**src/rtl/baseball_game_ctrl_if.sv**
```systemverilog
// Event handshake, base-tracker link and game status for baseball_game_ctrl.
// Ports: ev_valid/ev_code/ev_ready (event offer), base_in/hit/base_rst_n (tracker),
//        balls/strikes/outs/inning/bottom/score_away/score_home/game_over (status).
interface baseball_game_ctrl_if #(
  parameter int SCORE_W = 8,
  parameter int INN_W   = 5
);
  logic               ev_valid;
  logic [2:0]         ev_code;
  logic               ev_ready;
  logic [2:0]         base_in;
  logic [3:0]         hit;
  logic               base_rst_n;
  logic [1:0]         balls;
  logic [1:0]         strikes;
  logic [1:0]         outs;
  logic [INN_W-1:0]   inning;
  logic               bottom;
  logic [SCORE_W-1:0] score_away;
  logic [SCORE_W-1:0] score_home;
  logic               game_over;

  modport master (
    output ev_valid, ev_code, base_in,
    input  ev_ready, hit, base_rst_n, balls, strikes, outs, inning, bottom,
           score_away, score_home, game_over
  );

  modport slave (
    input  ev_valid, ev_code, base_in,
    output ev_ready, hit, base_rst_n, balls, strikes, outs, inning, bottom,
           score_away, score_home, game_over
  );
endinterface

```
**src/rtl/baseball_game_ctrl.sv**
```systemverilog
// Game sequencer on top of the base-runner tracker: count, outs, innings, scores, end of game.
// Ports: clk, reset_n (async active-low), bus (slave side of baseball_game_ctrl_if).
// One event per IDLE cycle; hits/walks stall one cycle (SETTLE), third out one cycle (SIDE).
module baseball_game_ctrl #(
  parameter int INNINGS = 9,
  parameter int SCORE_W = 8,
  parameter int INN_W   = 5
) (
  input  logic                 clk,
  input  logic                 reset_n,
  baseball_game_ctrl_if.slave  bus
);

  typedef enum logic [1:0] {IDLE, SETTLE, SIDE, OVER} state_e;

  localparam logic [2:0] EV_BALL   = 3'd0;
  localparam logic [2:0] EV_STRIKE = 3'd1;
  localparam logic [2:0] EV_FOUL   = 3'd2;
  localparam logic [2:0] EV_OUT    = 3'd3;

  state_e             state_q, state_d;
  logic [1:0]         balls_q, balls_d;
  logic [1:0]         strikes_q, strikes_d;
  logic [1:0]         outs_q, outs_d;
  logic [INN_W-1:0]   inning_q, inning_d;
  logic               bottom_q, bottom_d;
  logic [SCORE_W-1:0] away_q, away_d;
  logic [SCORE_W-1:0] home_q, home_d;
  logic [3:0]         hit_q, hit_d;
  logic               base_rst_n_q, base_rst_n_d;

  logic               accept;
  logic               late;
  logic               out_evt;
  logic               credit;
  logic [2:0]         occ_cnt;
  logic [2:0]         runs;
  logic [SCORE_W-1:0] bat_score;
  logic [SCORE_W+2:0] bat_sum;
  logic [SCORE_W-1:0] bat_new;

  assign accept = bus.ev_valid && (state_q == IDLE);
  // Regulation or extra innings: end-of-game rules apply from here on.
  assign late   = int'(inning_q) >= INNINGS;

  assign occ_cnt = {2'b00, bus.base_in[2]} + {2'b00, bus.base_in[1]} + {2'b00, bus.base_in[0]};

  // Runs scoring on this event, from occupancy at acceptance; base_in[0] is third base.
  always_comb begin
    runs = 3'd0;
    case (bus.ev_code)
      EV_BALL: runs = {2'b00, &bus.base_in};   // only a bases-loaded walk forces a run
      3'd4:    runs = {2'b00, bus.base_in[0]};
      3'd5:    runs = {2'b00, bus.base_in[1]} + {2'b00, bus.base_in[0]};
      3'd6:    runs = occ_cnt;
      3'd7:    runs = occ_cnt + 3'd1;
      default: runs = 3'd0;
    endcase
  end

  // Batting team's new score, saturating at all-ones.
  assign bat_score = bottom_q ? home_q : away_q;
  assign bat_sum   = {3'b000, bat_score} + {{SCORE_W{1'b0}}, runs};
  assign bat_new   = (bat_sum[SCORE_W+2:SCORE_W] != 3'b000) ? '1 : bat_sum[SCORE_W-1:0];

  always_comb begin
    state_d      = state_q;
    balls_d      = balls_q;
    strikes_d    = strikes_q;
    outs_d       = outs_q;
    inning_d     = inning_q;
    bottom_d     = bottom_q;
    away_d       = away_q;
    home_d       = home_q;
    hit_d        = 4'b0000;
    base_rst_n_d = 1'b1;
    out_evt      = 1'b0;
    credit       = 1'b0;

    case (state_q)
      IDLE: begin
        if (accept) begin
          case (bus.ev_code)
            EV_BALL: begin
              if (balls_q == 2'd3) begin
                hit_d  = 4'b1000;  // walk moves runners like a single
                credit = 1'b1;
              end else begin
                balls_d = balls_q + 2'd1;
              end
            end
            EV_STRIKE: begin
              if (strikes_q == 2'd2) out_evt = 1'b1;
              else                   strikes_d = strikes_q + 2'd1;
            end
            EV_FOUL: begin
              if (strikes_q < 2'd2) strikes_d = strikes_q + 2'd1;
            end
            EV_OUT: out_evt = 1'b1;
            default: begin
              hit_d  = 4'b1000 >> bus.ev_code[1:0];  // 4..7 -> single..home run
              credit = 1'b1;
            end
          endcase

          if (credit) begin
            balls_d   = 2'd0;
            strikes_d = 2'd0;
            state_d   = SETTLE;
            if (bottom_q) home_d = bat_new;
            else          away_d = bat_new;
          end

          if (out_evt) begin
            balls_d   = 2'd0;
            strikes_d = 2'd0;
            outs_d    = outs_q + 2'd1;
            if (outs_q == 2'd2) begin
              state_d      = SIDE;
              base_rst_n_d = 1'b0;  // tracker clear lines up with the SIDE cycle
            end
          end
        end
      end

      // Score registered last cycle; a home lead here in a late bottom half is a walk-off.
      SETTLE: state_d = (bottom_q && late && (home_q > away_q)) ? OVER : IDLE;

      SIDE: begin
        balls_d   = 2'd0;
        strikes_d = 2'd0;
        outs_d    = 2'd0;
        state_d   = IDLE;
        if (!bottom_q) begin
          if (late && (home_q > away_q)) state_d  = OVER;  // home already ahead: skip bottom
          else                           bottom_d = 1'b1;
        end else begin
          if (late && (home_q != away_q)) begin
            state_d = OVER;
          end else begin
            bottom_d = 1'b0;
            inning_d = inning_q + INN_W'(1);
          end
        end
      end

      default: state_d = state_q;  // OVER holds until reset
    endcase
  end

  always_ff @(posedge clk or negedge reset_n) begin
    if (!reset_n) begin
      state_q      <= IDLE;
      balls_q      <= 2'd0;
      strikes_q    <= 2'd0;
      outs_q       <= 2'd0;
      inning_q     <= INN_W'(1);
      bottom_q     <= 1'b0;
      away_q       <= '0;
      home_q       <= '0;
      hit_q        <= 4'b0000;
      base_rst_n_q <= 1'b1;
    end else begin
      state_q      <= state_d;
      balls_q      <= balls_d;
      strikes_q    <= strikes_d;
      outs_q       <= outs_d;
      inning_q     <= inning_d;
      bottom_q     <= bottom_d;
      away_q       <= away_d;
      home_q       <= home_d;
      hit_q        <= hit_d;
      base_rst_n_q <= base_rst_n_d;
    end
  end

  assign bus.ev_ready   = (state_q == IDLE);
  assign bus.game_over  = (state_q == OVER);
  assign bus.hit        = hit_q;
  assign bus.base_rst_n = base_rst_n_q;
  assign bus.balls      = balls_q;
  assign bus.strikes    = strikes_q;
  assign bus.outs       = outs_q;
  assign bus.inning     = inning_q;
  assign bus.bottom     = bottom_q;
  assign bus.score_away = away_q;
  assign bus.score_home = home_q;

endmodule

```
**src/flat_wrapper.sv**
```systemverilog
// flat-port wrapper written by rule: the top's interface ports become plain ports
module baseball_game_ctrl_flat 
#(
  parameter int INNINGS = 9,
  parameter int SCORE_W = 8,
  parameter int INN_W   = 5
)
  (clk, reset_n, bus_ev_valid, bus_ev_code, bus_base_in, bus_ev_ready, bus_hit, bus_base_rst_n, bus_balls, bus_strikes, bus_outs, bus_inning, bus_bottom, bus_score_away, bus_score_home, bus_game_over);
  baseball_game_ctrl_if #(.SCORE_W(SCORE_W), .INN_W(INN_W)) bus_i ();
  input  logic clk;
  input  logic reset_n;
  input wire logic [$bits(bus_i.ev_valid)-1:0] bus_ev_valid;
  input wire logic [$bits(bus_i.ev_code)-1:0] bus_ev_code;
  input wire logic [$bits(bus_i.base_in)-1:0] bus_base_in;
  output wire logic [$bits(bus_i.ev_ready)-1:0] bus_ev_ready;
  output wire logic [$bits(bus_i.hit)-1:0] bus_hit;
  output wire logic [$bits(bus_i.base_rst_n)-1:0] bus_base_rst_n;
  output wire logic [$bits(bus_i.balls)-1:0] bus_balls;
  output wire logic [$bits(bus_i.strikes)-1:0] bus_strikes;
  output wire logic [$bits(bus_i.outs)-1:0] bus_outs;
  output wire logic [$bits(bus_i.inning)-1:0] bus_inning;
  output wire logic [$bits(bus_i.bottom)-1:0] bus_bottom;
  output wire logic [$bits(bus_i.score_away)-1:0] bus_score_away;
  output wire logic [$bits(bus_i.score_home)-1:0] bus_score_home;
  output wire logic [$bits(bus_i.game_over)-1:0] bus_game_over;
  assign bus_i.ev_valid = bus_ev_valid;
  assign bus_i.ev_code = bus_ev_code;
  assign bus_i.base_in = bus_base_in;
  assign bus_ev_ready = bus_i.ev_ready;
  assign bus_hit = bus_i.hit;
  assign bus_base_rst_n = bus_i.base_rst_n;
  assign bus_balls = bus_i.balls;
  assign bus_strikes = bus_i.strikes;
  assign bus_outs = bus_i.outs;
  assign bus_inning = bus_i.inning;
  assign bus_bottom = bus_i.bottom;
  assign bus_score_away = bus_i.score_away;
  assign bus_score_home = bus_i.score_home;
  assign bus_game_over = bus_i.game_over;
  baseball_game_ctrl #(.INNINGS(INNINGS), .SCORE_W(SCORE_W), .INN_W(INN_W)) u_core (.clk(clk), .reset_n(reset_n), .bus(bus_i));
endmodule
```
**config.mk**
```make
export PLATFORM = sky130hd
export DESIGN_NAME = baseball_game_ctrl_flat
export DESIGN_NICKNAME = d
export VERILOG_FILES = /design/src/rtl/baseball_game_ctrl_if.sv /design/src/rtl/baseball_game_ctrl.sv /design/src/flat_wrapper.sv
export SDC_FILE = /design/constraint.sdc
export NUM_CORES = 1
export LEC_CHECK = 0
export BUFFER_PORTS_ARGS = -buffer_cell sky130_fd_sc_hd__buf_4
export CAP_MARGIN = 20
export CORE_MARGIN = 8
export CORE_UTILIZATION = 52
export CTS_BUF_LIST = sky130_fd_sc_hd__clkbuf_4
export DETAILED_ROUTE_END_ITERATION = 7
export GPL_ROUTABILITY_DRIVEN = 0
export PLACE_DENSITY = 0.83
export SLEW_MARGIN = 15
export SYNTH_ARGS = -nofsm -noshare
export SYNTH_HDL_FRONTEND = slang
export SYNTH_SLANG_ARGS = --single-unit
```
**constraint.sdc**
```tcl
create_clock -name clk -period 2.56 [get_ports clk]
set_clock_uncertainty 0.05 [all_clocks]
set_input_delay 0.128 -clock clk [delete_from_list [all_inputs] [get_ports clk]]
set_output_delay 0.128 -clock clk [all_outputs]
set_load 0.01 [all_outputs]
```
==> insert_results.sql <==
INSERT INTO impl_metrics (metric_group, metric, value, unit) VALUES
('run_status', 'result_of_the_run', 'complete, but fails checks', ''),
('run_status', 'failed_checks', 'negative setup slack', ''),
('routing', 'routed_wire_length', '6.42', 'mm'),
('clock_tree', 'clock_insertion_delay_worst_skew', '0.35', 'ns'),
('finish', 'finalNetCount', '378', ''),
('clock_tree', 'htree_num_levels', '2', ''),
('routing', 'remaining_antenna_violation_count_after_routing', '0', ''),
('placement', 'dpl-instance-area', '0.00291', 'mm^2'),
('die', 'design.die.area', '0.00710', 'mm^2'),
('die', 'ioPinCount', '44', ''),
('worst_setup_path', 'r2r-start', 'u_core.bus.bottom', ''),
('finish', 'share_of_layout_cells_above_drive_strength_1', '0.327', ''),
('grt', 'grt_pass1_wl', '10.2', 'mm'),
('finish', 'flow.area_growth_from_synthesis', '30.4', '%'),
('logic_synthesis', 'yosys_top_cell_area_share', '0.341', ''),
('logic_synthesis', 'yosys_warnings', '0', ''),
('sta', 'worst_pin_slew', '0.552', 'ns'),
('sta', 'fin_worst_hold_slack', '0.0276', 'ns'),
('worst_setup_path', 'crit_path_capture_type', 'flop', ''),
('worst_setup_path', 'worst_setup_path_start_kind', 'input pin', ''),
('logic_synthesis', 'synthFlopType', 'dfrtp_1', ''),
('clock_tree', 'cts_num_sinks', '35', ''),
('grt', 'globalRouteOverflowTotal', '0', ''),
('worst_setup_path', 'critical_path_fanout_max', '6', ''),
('worst_setup_path', 'timing.critical_path.max_delay_family', 'adder cells', ''),
('worst_setup_path', 'timing.reg2reg.setup_slack', '0.11', 'ns'),
('worst_setup_path', 'critical_path_required', '2.75', 'ns'),
('placement', 'dpl_worst_slack', '-0.654', 'ns'),
('routing', 'drt-initial-drc-count', '153', ''),
('logic_synthesis', 'synth.avg_cell_area', '9.01', 'um^2'),
('worst_setup_path', 'worstSetupPathDepth', '17', ''),
('logic_synthesis', 'synth_largest_area_cell', 'dfrtp_1', ''),
('power_and_ir_drop', 'power_density_normalized_to_cell_area', '765', 'mW/mm^2'),
('logic_synthesis', 'synthTopCellsByArea', 'dfrtp_1, ha_1, o21ai_0, inv_1, nand2_1', ''),
('grt', 'antenna_found_initial', '0', ''),
('sta', 'maxClockFrequency', '352', 'MHz'),
('logic_synthesis', 'synth.yosys.seq_area_share', '0.362', ''),
('logic_synthesis', 'synth_nets', '305', ''),
('sta', 'finalMaxSlewViolations', '0', ''),
('routing', 'wire_per_inst', '16.2', 'um'),
('worst_setup_path', 'largest_stage_delay_on_the_critical_path', '0.55', 'ns'),
('clock_tree', 'clock_path_buffers', '2', ''),
('die', 'floorplan.initialDensity', '0.527', ''),
('clock_tree', 'clock_pin_slew_on_the_worst_setup_and_hold_paths', '0.12', 'ns'),
('sta', 'worst_slack', '-0.281', 'ns'),
('worst_setup_path', 'worstPathCellList', 'buf_8 > inv_4 > fa_1 > inv_1 > fa_1 > inv_1 > mux2i_1 > nand2_1 > o21ai_1 > and2_4 > inv_2 > fa_2 > nor2b_4 > o221ai_4 > nor2_4 > nor4_2 > a221oi_1', ''),
('logic_synthesis', 'netlist_instances', '269', ''),
('finish', 'post_layout_nonfiller_instances', '396', ''),
('placement', 'detailedPlacementHpwl', '4.46', 'mm'),
('logic_synthesis', 'post_synth_most_frequent_cells', 'dfrtp_1, inv_1, nand2_1, nor2_1, ha_1', ''),
('sta', 'setup_viol_count_final', '16', ''),
('worst_setup_path', 'worstSetupPathType', 'in -> reg', ''),
('grt', 'groute.layer.met2.usage', '0.297', ''),
('worst_setup_path', 'crit_buf_inv', '5', ''),
('routing', 'drc', '0', ''),
('min_path', 'hold_class', 'in -> reg', ''),
('clock_tree', 'tritoncts_clock_tree', 'built', ''),
('logic_synthesis', 'synth.ff_latch_count', '35', ''),
('power_and_ir_drop', 'max-vdd-ir-drop', '442', 'uV'),
('sta', 'maxSlewHeadroom', '0.628', ''),
('worst_setup_path', 'cp_slowest_cell', 'fa_1', ''),
('sta', 'final_min_period_over_clock_period', '1.11', ''),
('power_and_ir_drop', 'cellLeakagePower', '1.51', 'nW'),
('placement', 'placement.io_buffers', '43', ''),
('logic_synthesis', 'share_of_flip_flops_with_an_asynchronous_set_or_reset', '1.00', ''),
('worst_setup_path', 'worstPathArrival', '3.03', 'ns'),
('job', 'maxCapViolations', '0', ''),
('sta', 'grt_setup_unrepaired', 'true', ''),
('grt', 'globalRoute.busiestLayer', 'met2', ''),
('logic_synthesis', 'number_of_enable_type_register_cells_in_the_synthesized_netlist', '0', ''),
('worst_setup_path', 'critical_path.reg2reg.endpoint', 'u_core.bus.score_away[7]', '');
[flip-flops by register name, summed over array words and instances (netlist names)]
signal                 count
u_core.bus.bottom          1
u_core.state_q             2
u_core.bus.outs            2
u_core.bus.base_rst_n      1
u_core.bus.score_home      8
u_core.bus.hit             4
u_core.bus.strikes         2
u_core.bus.inning          5
u_core.bus.balls           2
u_core.bus.score_away      8
[cells by family (layout without fill, tap and decap cells)]
family	Yosys count	in the layout	share of synthesized area
flops	35	35	0.362
fa+ha+maj	27	27	0.149
xor+xnor	6	6	0.0217
mux	11	11	0.0480
simple gates	89	89	0.184
buf+inv	34	107	0.0558
compound gates	67	67	0.180
[placed cells by master (no fill, tap or decap), types with 4 or more instances in the layout]
cell type,Yosys,final
buf_4,0,68
nor2_1,26,25
nand2_1,26,26
a21oi_1,15,15
o21ai_1,2,8
ha_1,24,24
xnor2_1,6,6
mux2_2,5,5
inv_1,27,23
clkbuf_4,0,5
o21ai_0,22,13
mux2i_1,6,6
a31oi_1,4,4
dfrtp_1,33,33
nand4_1,4,4
nor3_1,6,5
[area by class of cell]
type	instances	area [um^2]
clock buffer	5	37.5
inverter	27	111
fill	352	1440
tap	54	67.6
clock inverter	2	8.76
sequential	35	878
multi-input combinational	200	1490
timing repair buffer	73	568
[power by group]
| group | total (W) | leakage [nW] | switching (W) | internal (W) |
|---|---|---|---|---|
| Combinational | 0.00128 | 1.02 | 0.000681 | 0.000602 |
| Clock | 0.000289 | 0.0285 | 0.000191 | 0.0000974 |
| Sequential | 0.000845 | 0.459 | 0.000160 | 0.000685 |
[metal layers]
metal | share of wire | wire [um]
met1 | 0.41 | 2650
met2 | 0.50 | 3210
met3 | 0.061 | 390
met4 | 0.027 | 173
met5 | 0 | 0
[metrics by stage]
| stage | total power [W] | setup TNS [ns] |
|---|---|---|
| floorplan | 0.00155 | -3.53 |
| detailed placement | 0.00203 | -9.04 |
| finish | 0.00242 | -3.35 |
| global placement | 0.00199 | -7.03 |
| CTS | 0.00234 | -2.20 |
| global route | 0.00259 | -5.01 |
[timing repair]
| action | CTS | global route |
|---|---|---|
| resized for setup | 11 | 14 |
| pin swaps | 8 | 4 |
| buffers inserted | 8 | 5 |
| hold buffers | 2 | 0 |
| endpoints found under the setup margin | 16 | 16 |
| hold endpoints to repair | 34 | 0 |
[worst reg2reg max path, cell delays in order, from the launching register on]
cell	delay, ns
dfrtp_1	0.52
mux2_2	0.38
ha_1	0.21
inv_1	0.10
fa_2	0.24
nor2b_4	0.06
o221ai_4	0.25
buf_4	0.20
nand2_1	0.06
mux2i_1	0.20
o21ai_1	0.08
[worst min-delay path by stage]
stage / cells after the start / to / slack (ns) / startpoint
global route: 3 / u_core.bus.hit[0] / 0.03 / bus_ev_valid
CTS: 3 / u_core.bus.hit[2] / 0.03 / bus_ev_valid
global placement: 1 / u_core.bus.outs[1] / 0.06 / reset_n
finish: 3 / u_core.bus.hit[2] / 0.03 / bus_ev_valid
floorplan: 0 / u_core.bus.balls[0] / -0.22 / reset_n
detailed placement: 1 / u_core.state_q[1] / 0.07 / reset_n
(Power assumes the default switching activity.)
